**src/rtl/csr_timer_pkg.sv**
```systemverilog
// Shared constants for the dual CSR timer: register indices and CTRL bit positions.
package csr_timer_pkg;

    localparam logic [2:0] REG_CTRL0    = 3'd0;
    localparam logic [2:0] REG_COMPARE0 = 3'd1;
    localparam logic [2:0] REG_COUNTER0 = 3'd2;
    localparam logic [2:0] REG_CTRL1    = 3'd3;
    localparam logic [2:0] REG_COMPARE1 = 3'd4;
    localparam logic [2:0] REG_COUNTER1 = 3'd5;

    localparam int CTRL_EN = 0;
    localparam int CTRL_AR = 1;

endpackage

```
**src/rtl/csr_timer_unit.sv**
```systemverilog
// One 32-bit up-counting timer with compare match, autorestart and a registered irq pulse.
module csr_timer_unit
    import csr_timer_pkg::*;
(
    input  logic        sys_clk,
    input  logic        sys_rst,
    input  logic        we_ctrl,
    input  logic        we_compare,
    input  logic        we_counter,
    input  logic [31:0] di,
    output logic        en,
    output logic        ar,
    output logic [31:0] compare,
    output logic [31:0] counter,
    output logic        irq
);

    logic match;

    assign match = en && (counter == compare);

    // CSR writes come last so they override the timer update on the same edge.
    always_ff @(posedge sys_clk) begin
        if (sys_rst) begin
            en      <= 1'b0;
            ar      <= 1'b0;
            compare <= 32'd0;
            counter <= 32'd0;
            irq     <= 1'b0;
        end else begin
            irq <= match;
            if (en) begin
                if (match) begin
                    counter <= 32'd0;
                    if (!ar)
                        en <= 1'b0;
                end else begin
                    counter <= counter + 32'd1;
                end
            end
            if (we_ctrl) begin
                en <= di[CTRL_EN];
                ar <= di[CTRL_AR];
            end
            if (we_compare)
                compare <= di;
            if (we_counter)
                counter <= di;
        end
    end

endmodule

```
**src/rtl/csr_timer.sv**
```systemverilog
// CSR-bus slave with two timers; bank decode, write strobes and registered read mux.
module csr_timer
    import csr_timer_pkg::*;
#(
    parameter logic [3:0] csr_addr = 4'h0
) (
    input  logic        sys_clk,
    input  logic        sys_rst,
    input  logic [13:0] csr_a,
    input  logic        csr_we,
    input  logic [31:0] csr_di,
    output logic [31:0] csr_do,
    output logic        irq0,
    output logic        irq1
);

    logic        sel;
    logic        wr;
    logic [2:0]  idx;
    logic        en0, ar0, en1, ar1;
    logic [31:0] compare0, counter0, compare1, counter1;
    logic [31:0] rdata;
    logic        unused_addr;

    assign sel         = (csr_a[13:10] == csr_addr);
    assign wr          = sel & csr_we;
    assign idx         = csr_a[2:0];
    assign unused_addr = ^csr_a[9:3];

    csr_timer_unit u_timer0 (
        .sys_clk    (sys_clk),
        .sys_rst    (sys_rst),
        .we_ctrl    (wr && idx == REG_CTRL0),
        .we_compare (wr && idx == REG_COMPARE0),
        .we_counter (wr && idx == REG_COUNTER0),
        .di         (csr_di),
        .en         (en0),
        .ar         (ar0),
        .compare    (compare0),
        .counter    (counter0),
        .irq        (irq0)
    );

    csr_timer_unit u_timer1 (
        .sys_clk    (sys_clk),
        .sys_rst    (sys_rst),
        .we_ctrl    (wr && idx == REG_CTRL1),
        .we_compare (wr && idx == REG_COMPARE1),
        .we_counter (wr && idx == REG_COUNTER1),
        .di         (csr_di),
        .en         (en1),
        .ar         (ar1),
        .compare    (compare1),
        .counter    (counter1),
        .irq        (irq1)
    );

    always_comb begin
        rdata = 32'd0;
        case (idx)
            REG_CTRL0:    rdata = {30'd0, ar0, en0};
            REG_COMPARE0: rdata = compare0;
            REG_COUNTER0: rdata = counter0;
            REG_CTRL1:    rdata = {30'd0, ar1, en1};
            REG_COMPARE1: rdata = compare1;
            REG_COUNTER1: rdata = counter1;
            default:      rdata = 32'd0;
        endcase
    end

    // Zero when deselected so the bus return path can be a plain OR.
    always_ff @(posedge sys_clk) begin
        if (sys_rst)
            csr_do <= 32'd0;
        else if (sel)
            csr_do <= rdata;
        else
            csr_do <= 32'd0;
    end

endmodule

```
**config.mk**
```make
export PLATFORM = sky130hd
export DESIGN_NAME = csr_timer
export DESIGN_NICKNAME = d
export VERILOG_FILES = /design/src/rtl/csr_timer_pkg.sv /design/src/rtl/csr_timer_unit.sv /design/src/rtl/csr_timer.sv
export SDC_FILE = /design/constraint.sdc
export NUM_CORES = 1
export LEC_CHECK = 0
export CAP_MARGIN = 10
export CORE_ASPECT_RATIO = 1.5
export CORE_MARGIN = 2
export CORE_UTILIZATION = 30
export CTS_CLUSTER_DIAMETER = 150
export DETAILED_ROUTE_END_ITERATION = 10
export PLACE_DENSITY_LB_ADDON = 0.08
export SETUP_SLACK_MARGIN = 0.05
export SLEW_MARGIN = 20
export SYNTH_ARGS = -nofsm -noshare
export SYNTH_HDL_FRONTEND = slang
export SYNTH_SLANG_ARGS = --single-unit
```
**constraint.sdc**
```tcl
create_clock -name sys_clk -period 2.1 [get_ports sys_clk]
set_clock_uncertainty 0.1 [all_clocks]
set_input_delay 0.63 -clock sys_clk [delete_from_list [all_inputs] [get_ports sys_clk]]
set_output_delay 0.63 -clock sys_clk [all_outputs]
set_load 0.02 [all_outputs]
```
# Word-level counts from Yosys, hierarchy flattened
# Cells that the tools add are included.
# W data, S select, Z words.
# totals
register_bits	166
in_bits	49
elab_cells	50
# classes
add_sub_neg	2
eq_ne	7
n_mux	15
n_bitwise	2
reduce_logical	13
# op_table
operator	n
$mux W32	6
$pmux W32 S6	1
$add A32 B1 Y32 const B	2
$eq A32 B32 Y1	2
$logic_and A1 B1 Y1	8
$mux W1	8
$eq A3 B2 Y1 const B	2
$eq A3 B3 Y1 const B	2
$logic_not A4 Y1	1
$reduce_bool A2 Y1	2
$eq A3 B1 Y1 const B	1
$logic_not A3 Y1	1
$reduce_or A2 Y1	1
$and A1 B1 Y1	1
$not A1 Y1	1

# Depth between registers and ports, before layout
# Gate-level depths: netlist of run 1.
# logic_depth
ltp_word	5
depth_mapped	10

# Cells and area by module
# A second synthesis of run 1 with hierarchy kept.
# unflattened
hier_cells	1100
hier_area_um2	9412.8
# by_module_without_submodules
module	n_inst	cells_each	area_per_inst_um2	seq_area_each_um2
csr_timer_unit	2	414	3568.4	1341.3
csr_timer	1	272	2275.9	640.6

# Least setup slack after synthesis of run 1
# OpenSTA, ideal clock, no wires.
# synth_path
kind	input-to-reg
startpoint	input csr_a[1]
endpoint	register u_timer0.counter[18]
setup_ns	0.135
arrival_ns	1.992
slack_ns	-0.127
cell_stages	9
path_buffers	3
cell_sequence	buf_4 -> nor2b_1 -> nor2b_1 -> clkbuf_1 -> nand2_1 -> and2_1 -> buf_2 -> nand3b_1 -> o22ai_1
# synth_between
elab_chain_len	3
# synth_lines
element	line_no	text
from (decl)	csr_timer.sv:9	input logic [13:0] csr_a,
$eq A3 B2 Y1 *	csr_timer.sv:35	.we_counter (wr && idx == REG_COUNTER0),
$logic_and A1 B1 Y1 *	csr_timer.sv:35	
$mux W32 or $reduce_bool A2 Y1 (tied branches)	--	
to (signal assigned)	csr_timer_unit.sv:38	counter <= counter + 32'd1;
to (signal assigned)	csr_timer_unit.sv:48	counter <= di;
to (decl)	csr_timer_unit.sv:14	output logic [31:0] counter,
# Mark *: on every way between the ends. The rest lies on a longest branch, timed or not.
# A chain may end at the register's enable or synchronous reset.

# Final worst setup path of run 1
# layout_path
startpoint	register u_timer1.compare[23]
endpoint	register u_timer1.en
# layout_between
elab_chain_len	5
# layout_lines
element	line_no	text
from (decl)	csr_timer_unit.sv:13	output logic [31:0] compare,
from (signal assigned)	csr_timer_unit.sv:46	compare <= di;
$eq A32 B32 Y1	csr_timer_unit.sv:20	assign match = en && (counter == compare);
$logic_and A1 B1 Y1	csr_timer_unit.sv:20	
$mux W1	csr_timer_unit.sv:33	if (match) begin
$mux W1	csr_timer_unit.sv:32	if (en) begin
$mux W1	csr_timer_unit.sv:41	if (we_ctrl) begin
to (signal assigned)	csr_timer_unit.sv:42	en <= di[CTRL_EN];
to (decl)	csr_timer_unit.sv:11	output logic en,
# No other way between the ends.

==> results of run 1 <==
## critical path: stages (launching register included)
cell	delay (ns)
dfxtp_2	0.32
xor2_1	0.15
buf_4	0.16
nor4_2	0.13
buf_4	0.18
nand4_1	0.17
buf_4	0.19
o41a_1	0.39
mux2i_1	0.14
nor2_1	0.06
## power breakdown
group          switching [mW]  internal (mW)
Combinational           0.235          0.169
Clock                    1.44           2.03
Sequential            0.00664           3.15
## per-layer routing
metal / vias up / GRT usage
li1: 4313 / -
met1: 4374 / 0.292
met2: 213 / 0.419
met3: 72 / 0.0266
met4: 0 / 0.117
met5: - / 0
## cell usage after synthesis (2+ instances only)
| cell | count | area share |
|---|---|---|
| or3_1 | 7 | 0.0050 |
| and2_1 | 4 | 0.0028 |
| a21oi_1 | 178 | 0.10 |
| ha_1 | 2 | 0.0028 |
| nand2_1 | 169 | 0.072 |
| o21ai_0 | 6 | 0.0034 |
| buf_4 | 4 | 0.0034 |
| nor3b_1 | 30 | 0.026 |
| a31oi_1 | 2 | 0.0014 |
| clkbuf_1 | 63 | 0.027 |
| mux2i_1 | 5 | 0.0057 |
| o22ai_1 | 30 | 0.021 |
| buf_2 | 40 | 0.023 |
| o211ai_1 | 2 | 0.0017 |
| nand3_1 | 46 | 0.026 |
| nor3_2 | 3 | 0.0034 |
| inv_1 | 7 | 0.0030 |
| nand3b_1 | 2 | 0.0017 |
| dfxtp_1 | 166 | 0.38 |
| nor2b_1 | 2 | 0.0014 |
| nor3_1 | 18 | 0.010 |
| xnor2_1 | 59 | 0.059 |
| or2_2 | 2 | 0.0014 |
| nor4_2 | 2 | 0.0028 |
| a211oi_1 | 2 | 0.0017 |
| o21a_1 | 2 | 0.0017 |
| and4_1 | 10 | 0.0099 |
| nand4_1 | 32 | 0.023 |
| a22oi_1 | 62 | 0.053 |
| nor4_1 | 17 | 0.012 |
| xor2_1 | 64 | 0.064 |
| clkbuf_2 | 3 | 0.0017 |
| and3_1 | 28 | 0.020 |
| nor2_1 | 26 | 0.011 |
## what timing repair did
item,in CTS,in global routing
pin swaps,6,22
gates cloned,3,5
resized for setup,60,74
setup endpoints to repair,154,151
setup buffers,4,8
## worst max path at each step
stage / to / slack (ns) / cells past startpoint
finish: u_timer1.en / -0.001 / 9
CTS: u_timer1.en / 0.005 / 9
detailed placement: u_timer0.counter[4] / -0.60 / 9
floorplan: u_timer0.counter[23] / 0.02 / 9
global route: u_timer1.en / -0.11 / 9
global placement: u_timer0.counter[13] / -0.57 / 9
## state kept, by name, summed over array words and instances, names as in the netlist
signal and count:
u_timer0.counter 32, u_timer0.en 1, u_timer1.compare 32, u_timer1.en 1
u_timer1.ar 1, u_timer0.irq 1, csr_do 32, u_timer1.counter 32
u_timer0.ar 1, u_timer1.irq 1, u_timer0.compare 32
## cell type report
type | instances | area (um^2)
flip-flops and latches | 166 | 3350
clock buffers | 18 | 439
well taps | 390 | 488
inverters | 7 | 26.3
repair buffers | 281 | 2630
clock inverters | 14 | 200
multi-input cells | 827 | 5400
fillers | 2889 | 16300
## cell families (layout without fill, tap and decap cells)
kind of cell    after synthesis  count (layout)  synth area share
flops                       166             166             0.377
simple gates                407             407             0.241
xor+xnor                    123             123             0.122
buf+inv                     118             320            0.0581
compound gates              290             290             0.192
mux                           5               5           0.00569
fa+ha+maj                     2               2           0.00284
==> Flow_metrics.wiki, run 1 <==
{| class="wikitable"
! Metric !! Value
|-
| Outcome || complete, but fails checks
|-
| Violated checks || negative setup slack
|-
| Antenna violations before repair || 0
|-
| RR Startpoint || u_timer1.compare[23]
|-
| Post-route met1 wirelength || 15000 um
|-
| Remaining DRCs || 0
|-
| Clk_lat worst skew || 0.46 ns
|-
| Wire length of the first global-routing pass || 54200 um
|-
| Routed met2 length || 18700 um
|-
| Die boundary height || 214 um
|-
| Maximum fanout along the worst path || 3
|-
| Warnings, synthesis || 0
|-
| Achievable clock frequency || 476 MHz
|-
| Critical path required time || 2.35 ns
|-
| Post-CTS Hold Buffers || 0
|-
| Count of flip-flops with a built-in enable after synthesis || 0
|-
| Hold worst-path end || u_timer0.irq
|-
| Number of routed nets with antenna violations || 0
|-
| Number of clock sinks seen by CTS || 166
|-
| Worst-case vdd ir drop || 0.565 mV
|-
| Start-to-end type of the worst setup path || reg -> reg
|-
| Iter 0 DRT Violations || 602
|-
| Slew @ Worst Pin || 0.596 ns
|-
| Final hold slack || 0.337 ns
|-
| Source of the worst hold timing path || sys_rst
|-
| Most instantiated flip-flop cell in the synthesis netlist || dfxtp_1
|-
| Worst Slack Setup Final || -0.00118 ns
|-
| Count of unique library cells instantiated by Yosys || 50
|-
| Share of cells above drive strength 1 || 0.261
|-
| Number of pins with negative max-slew slack in the final report || 0
|-
| Diodes inserted || 0
|-
| Port Buffer Count || 75
|-
| Total global routing track utilization || 0.240
|-
| Register bit total from synthesis || 166
|-
| MaxCap Viol Count || 0
|-
| Root buf cell || clkbuf_16
|-
| Setup tns final || -0.00118 ns
|-
| RePlAce Congestion || 0.883
|-
| Max Root-Sink Buffers || 2
|-
| Final global-route overflow total || 0
|-
| Final clock period utilization by the worst path || 1.00
|-
| Top routing layer in use || met4
|-
| Most frequent cells in the layout || a21oi_1 (178), buf_4 (171), nand2_1 (166)
|-
| Total power density per cell area || 561 nW/um^2
|-
| Hold Vio Cnt, Final || 0
|-
| Critical path endpoint category || flop
|-
| Top-level port count || 83
|-
| Clock transition at path regs || 0.07 ns
|-
| Minimum setup slack after placement || -0.605 ns
|-
| Launching element type of the critical path || flop
|-
| Maximum number of pins on one net before global-route repair || 49
|-
| HPWL after detailed placement || 26400 um
|-
| H-tree depth || 4
|-
| Pwr Total || 7.03 mW
|-
| Part of the Yosys area used for sequential elements || 0.377
|-
| Starting utilization of the core area || 0.306
|-
| Area delta synth->final || 42.3%
|-
| Setup crit start || u_timer1.compare[23]
|-
| Most common cell after layout, fill and taps aside || a21oi_1
|-
| Die W || 144 um
|-
| Minimum setup slack among reg-to-reg paths || -0.001 ns
|-
| Total placed cells including tap cells || 1652
|-
| Final standard cell area without fillers || 12500 um^2
|-
| Via total after detailed routing || 8972
|-
| Average wire length per cell after detail routing || 21.6 um
|-
| Via count of the first global-routing pass || 8764
|-
| Cts bufs inserted || 17
|-
| Number of search-and-repair iterations in the first detailed-routing pass || 4
|-
| Core region area || 28800 um^2
|-
| Total number of nets in the final design || 1351
|-
| Cells after synthesis || 1111
|-
| TritonCTS clock tree || built
|-
| Total length of routed wires || 36800 um
|-
| Final-report setup violation count || 1
|-
| Nets in the synthesized netlist || 1162
|-
| Data arrival time of the worst path || 2.35 ns
|-
| Drt via density || 5.27
|-
| Worst r2r dst || u_timer1.en
|-
| Max-slew headroom at the worst pin || 0.603
|-
| Dpl cell area || 11300 um^2
|-
| Final core utilization || 0.435
|-
| Die area || 30800 um^2
|-
| Post-synthesis area per instance || 7.92 um^2
|-
| Area of the mapped netlist || 8800 um^2
|-
| Cell depth of the worst flop-to-flop path || 9
|-
| RSZ-0062 raised after global routing || true
|-
| Share of async-settable or async-resettable flops after synthesis || 0
|-
| Count of placed standard cells in the final layout, fillers left out || 1703
|-
| Static Leakage || 4.86 nW
|-
| Number of placement rows || 76
|-
| Class of the tightest hold or removal check || in -> reg
|-
| Met3 routed WL || 1230 um
|-
| Cell count of the worst hold path || 2
|-
| Shortest clock period the worst path allows after layout || 2.10 ns
|}
No activity file was read; power rests on OpenSTA's default activity.
==> run 2: changes to the inputs <==
--- a/config.mk
+++ b/config.mk
@@ -13,4 +13,6 @@
 export DETAILED_ROUTE_END_ITERATION = 10
+export GPL_ROUTABILITY_DRIVEN = 0
 export PLACE_DENSITY_LB_ADDON = 0.08
 export SETUP_SLACK_MARGIN = 0.05
+export SKIP_CTS_REPAIR_TIMING = 1
 export SLEW_MARGIN = 20
--- a/constraint.sdc
+++ b/constraint.sdc
@@ -4,2 +4,2 @@
 set_output_delay 0.63 -clock sys_clk [all_outputs]
-set_load 0.02 [all_outputs]
+set_load 0.05 [all_outputs]
==> run 2 against run 1 <==
  * The flow now finishes without violations
  * Non-clock buffer count is 1 lower
  * Die area did not move
  * Critical path depth shrank 1
  * Total power is 1.6% lower
  * Global-route usage decreased by 0.47 points
  * Sequential cell count stayed put
  * Utilization increased by 0.11 points
  * Maximum frequency grew 0.89%
  * Design area is 0.25% higher
  * Sequential power hardly changed
  * Critical path type unchanged
  * Cell count is 0.12% lower
==> Flow_metrics.wiki, run 2 (same netlist as run 1, synthesis figures left out) <==
{| class="wikitable"
! Metric !! Value
|-
| Total number of nets in the final design || 1350 (-0.074%)
|-
| Launching element type of the critical path || flop
|-
| Crit path max-delay family || simple AND/OR/NAND/NOR gates
|-
| Number of pins with negative max-slew slack in the final report || 0 (unchanged)
|-
| Setup tns final || 0 ns (+0.00118 ns)
|-
| MaxCap Viol Count || 0 (unchanged)
|-
| Dpl cell area || 11200 um^2 (-0.66%)
|-
| Iter 0 DRT Violations || 625 (+3.8%)
|-
| Share of cells above drive strength 1 || 0.288 (+0.0271)
|-
| Most frequent cells in the layout || buf_4 (200), a21oi_1 (176), nand2_1 (164)
|-
| Minimum setup slack among reg-to-reg paths || 0.02 ns (+0.02 ns)
|-
| Final clock period utilization by the worst path || 0.992 (-0.00881)
|-
| Static Leakage || 4.83 nW (-0.62%)
|-
| Number of clock sinks seen by CTS || 166 (unchanged)
|-
| Top routing layer in use || met4
|-
| Clock transition at path regs || 0.07 ns (about the same)
|-
| Final-report setup violation count || 0 (-1)
|-
| Max-slew headroom at the worst pin || 0.693 (+0.0905)
|-
| RR Startpoint || u_timer1.compare[28]
|-
| Hold worst-path end || u_timer1.en
|-
| Antenna violations before repair || 0 (unchanged)
|-
| Stage delay of the slowest cell on the critical path || 0.34 ns (-0.05 ns)
|-
| Setup crit start || u_timer1.compare[28]
|-
| Total global routing track utilization || 0.235 (-0.00465)
|-
| Total length of routed wires || 37400 um (+1.8%)
|-
| Average wire length per cell after detail routing || 22.0 um (+1.9%)
|-
| Via count of the first global-routing pass || 8482 (-3.2%)
|-
| Final global-route overflow total || 0 (unchanged)
|-
| Die area || 30800 um^2 (unchanged)
|-
| Routed met2 length || 19000 um (+1.5%)
|-
| Maximum fanout along the worst path || 6 (+3)
|-
| Number of search-and-repair iterations in the first detailed-routing pass || 5 (+1)
|-
| Drt via density || 5.31 (+0.76%)
|-
| Count of placed standard cells in the final layout, fillers left out || 1701 (-0.12%)
|-
| Max Root-Sink Buffers || 2 (unchanged)
|-
| Shortest clock period the worst path allows after layout || 2.08 ns (-0.0185 ns)
|-
| Cell count of the worst hold path || 2 (unchanged)
|-
| Total placed cells including tap cells || 1650 (-0.12%)
|-
| Via total after detailed routing || 9030 (+0.65%)
|-
| Core region area || 28800 um^2 (unchanged)
|-
| Class of the tightest hold or removal check || in -> reg
|-
| Pwr Total || 6.92 mW (-1.6%)
|-
| Die W || 144 um (unchanged)
|-
| Wire length of the first global-routing pass || 52900 um (-2.5%)
|-
| Clk_lat worst skew || 0.46 ns (about the same)
|-
| Slowest library cell on the worst path || dfxtp_2
|-
| Critical path endpoint category || flop
|-
| Top-level port count || 83 (unchanged)
|-
| Total power density per cell area || 551 nW/um^2 (-1.9%)
|-
| Post-route met1 wirelength || 15600 um (+4.3%)
|-
| Starting utilization of the core area || 0.306 (unchanged)
|-
| Final hold slack || 0.368 ns (+0.0307 ns)
|-
| Root buf cell || clkbuf_16
|-
| Cell depth of the worst flop-to-flop path || 8 (-1)
|-
| Ordered cell list for the critical path || xor2_2, nor4_2, buf_4, nand4_1, nor3_2, or3_4, clkbuf_16, o22ai_2
|-
| Outcome || completed
|-
| HPWL after detailed placement || 26200 um (-0.71%)
|-
| Achievable clock frequency || 480 MHz (+0.89%)
|-
| Port Buffer Count || 75 (unchanged)
|-
| Remaining DRCs || 0 (unchanged)
|-
| Die boundary height || 214 um (unchanged)
|-
| Critical path required time || 2.34 ns (about the same)
|-
| Slew @ Worst Pin || 0.458 ns (-0.137 ns)
|-
| H-tree depth || 4 (unchanged)
|-
| Number of routed nets with antenna violations || 0 (unchanged)
|-
| Maximum number of pins on one net before global-route repair || 49 (unchanged)
|-
| Start-to-end type of the worst setup path || reg -> reg
|-
| Most common cell after layout, fill and taps aside || buf_4
|-
| Met3 routed WL || 1110 um (-9.8%)
|-
| Source of the worst hold timing path || sys_rst
|-
| Area delta synth->final || 42.7%
|-
| Hold Vio Cnt, Final || 0 (unchanged)
|-
| RSZ-0062 raised after global routing || true
|-
| Diodes inserted || 0 (unchanged)
|-
| Data arrival time of the worst path || 2.32 ns (-0.03 ns)
|-
| Final standard cell area without fillers || 12600 um^2 (+0.25%)
|-
| Cts bufs inserted || 17 (unchanged)
|-
| Number of buffer and inverter instances along the worst setup path || 2 (-1)
|-
| Worst r2r dst || u_timer1.counter[4]
|-
| TritonCTS clock tree || built
|-
| Worst-case vdd ir drop || 0.591 mV (+4.5%)
|-
| Number of placement rows || 76 (unchanged)
|}
==> run 2: changes by cell type in the layout (fill, tap and decap cells not counted), moves of 3 or more <==
cell,before,now
buf_4,171,200
clkbuf_2,3,0
xnor2_2,13,4
dlymetal6s2s_1,2,7
clkbuf_16,20,26
xnor2_1,45,54
nor4_1,10,6
o22ai_1,30,22
nor4_4,1,4
o22ai_2,0,8
dlygate4sd2_1,36,0
==> run 2: worst register-to-register path, cell delays in order (launching register included) <==
cell and delay [ns]:
dfxtp_2 0.34, xor2_2 0.21, nor4_2 0.29, buf_4 0.15, nand4_1 0.16, nor3_2 0.23
or3_4 0.24, clkbuf_16 0.18, o22ai_2 0.06
==> run 2: cell type report <==
cell class	count	area, um^2
flip-flops and latches	166	3350
clock buffers	19	453
clock inverters	12	154
fillers	2902	16300
multi-input cells	827	5410
well taps	390	488
inverters	7	26.3
repair buffers	280	2690
==> run 2: where the power goes <==
part	switching, mW	internal [mW]
logic	0.242	0.170
clock network	1.42	1.92
registers	0.00617	3.15
total	1.67	5.25
==> run 2: worst max path at each step <==
| stage | to | cells after the start | slack [ns] |
|---|---|---|---|
| floorplan | u_timer0.counter[23] | 9 | 0.02 |
| global placement | u_timer0.counter[7] | 9 | -0.55 |
| detailed placement | u_timer0.counter[14] | 9 | -0.58 |
| CTS | u_timer1.counter[16] | 8 | -0.11 |
| global route | u_timer1.counter[22] | 8 | -0.08 |
| finish | u_timer1.counter[4] | 8 | 0.02 |
==> run 2: through the flow <==
stage	util	worst slack [ns]
after floorplan	-	0.0219
after global placement	0.390	-0.550
after detailed placement	0.390	-0.578
after CTS	0.411	-0.111
after global routing	0.436	-0.0794
final	0.436	0.0173
==> run 2: routing by layer <==
layer | track usage | up-vias
met5 | 0 | -
met4 | 0.112 | 0
met3 | 0.0279 | 65
met2 | 0.403 | 211
met1 | 0.293 | 4444
li1 | - | 4310
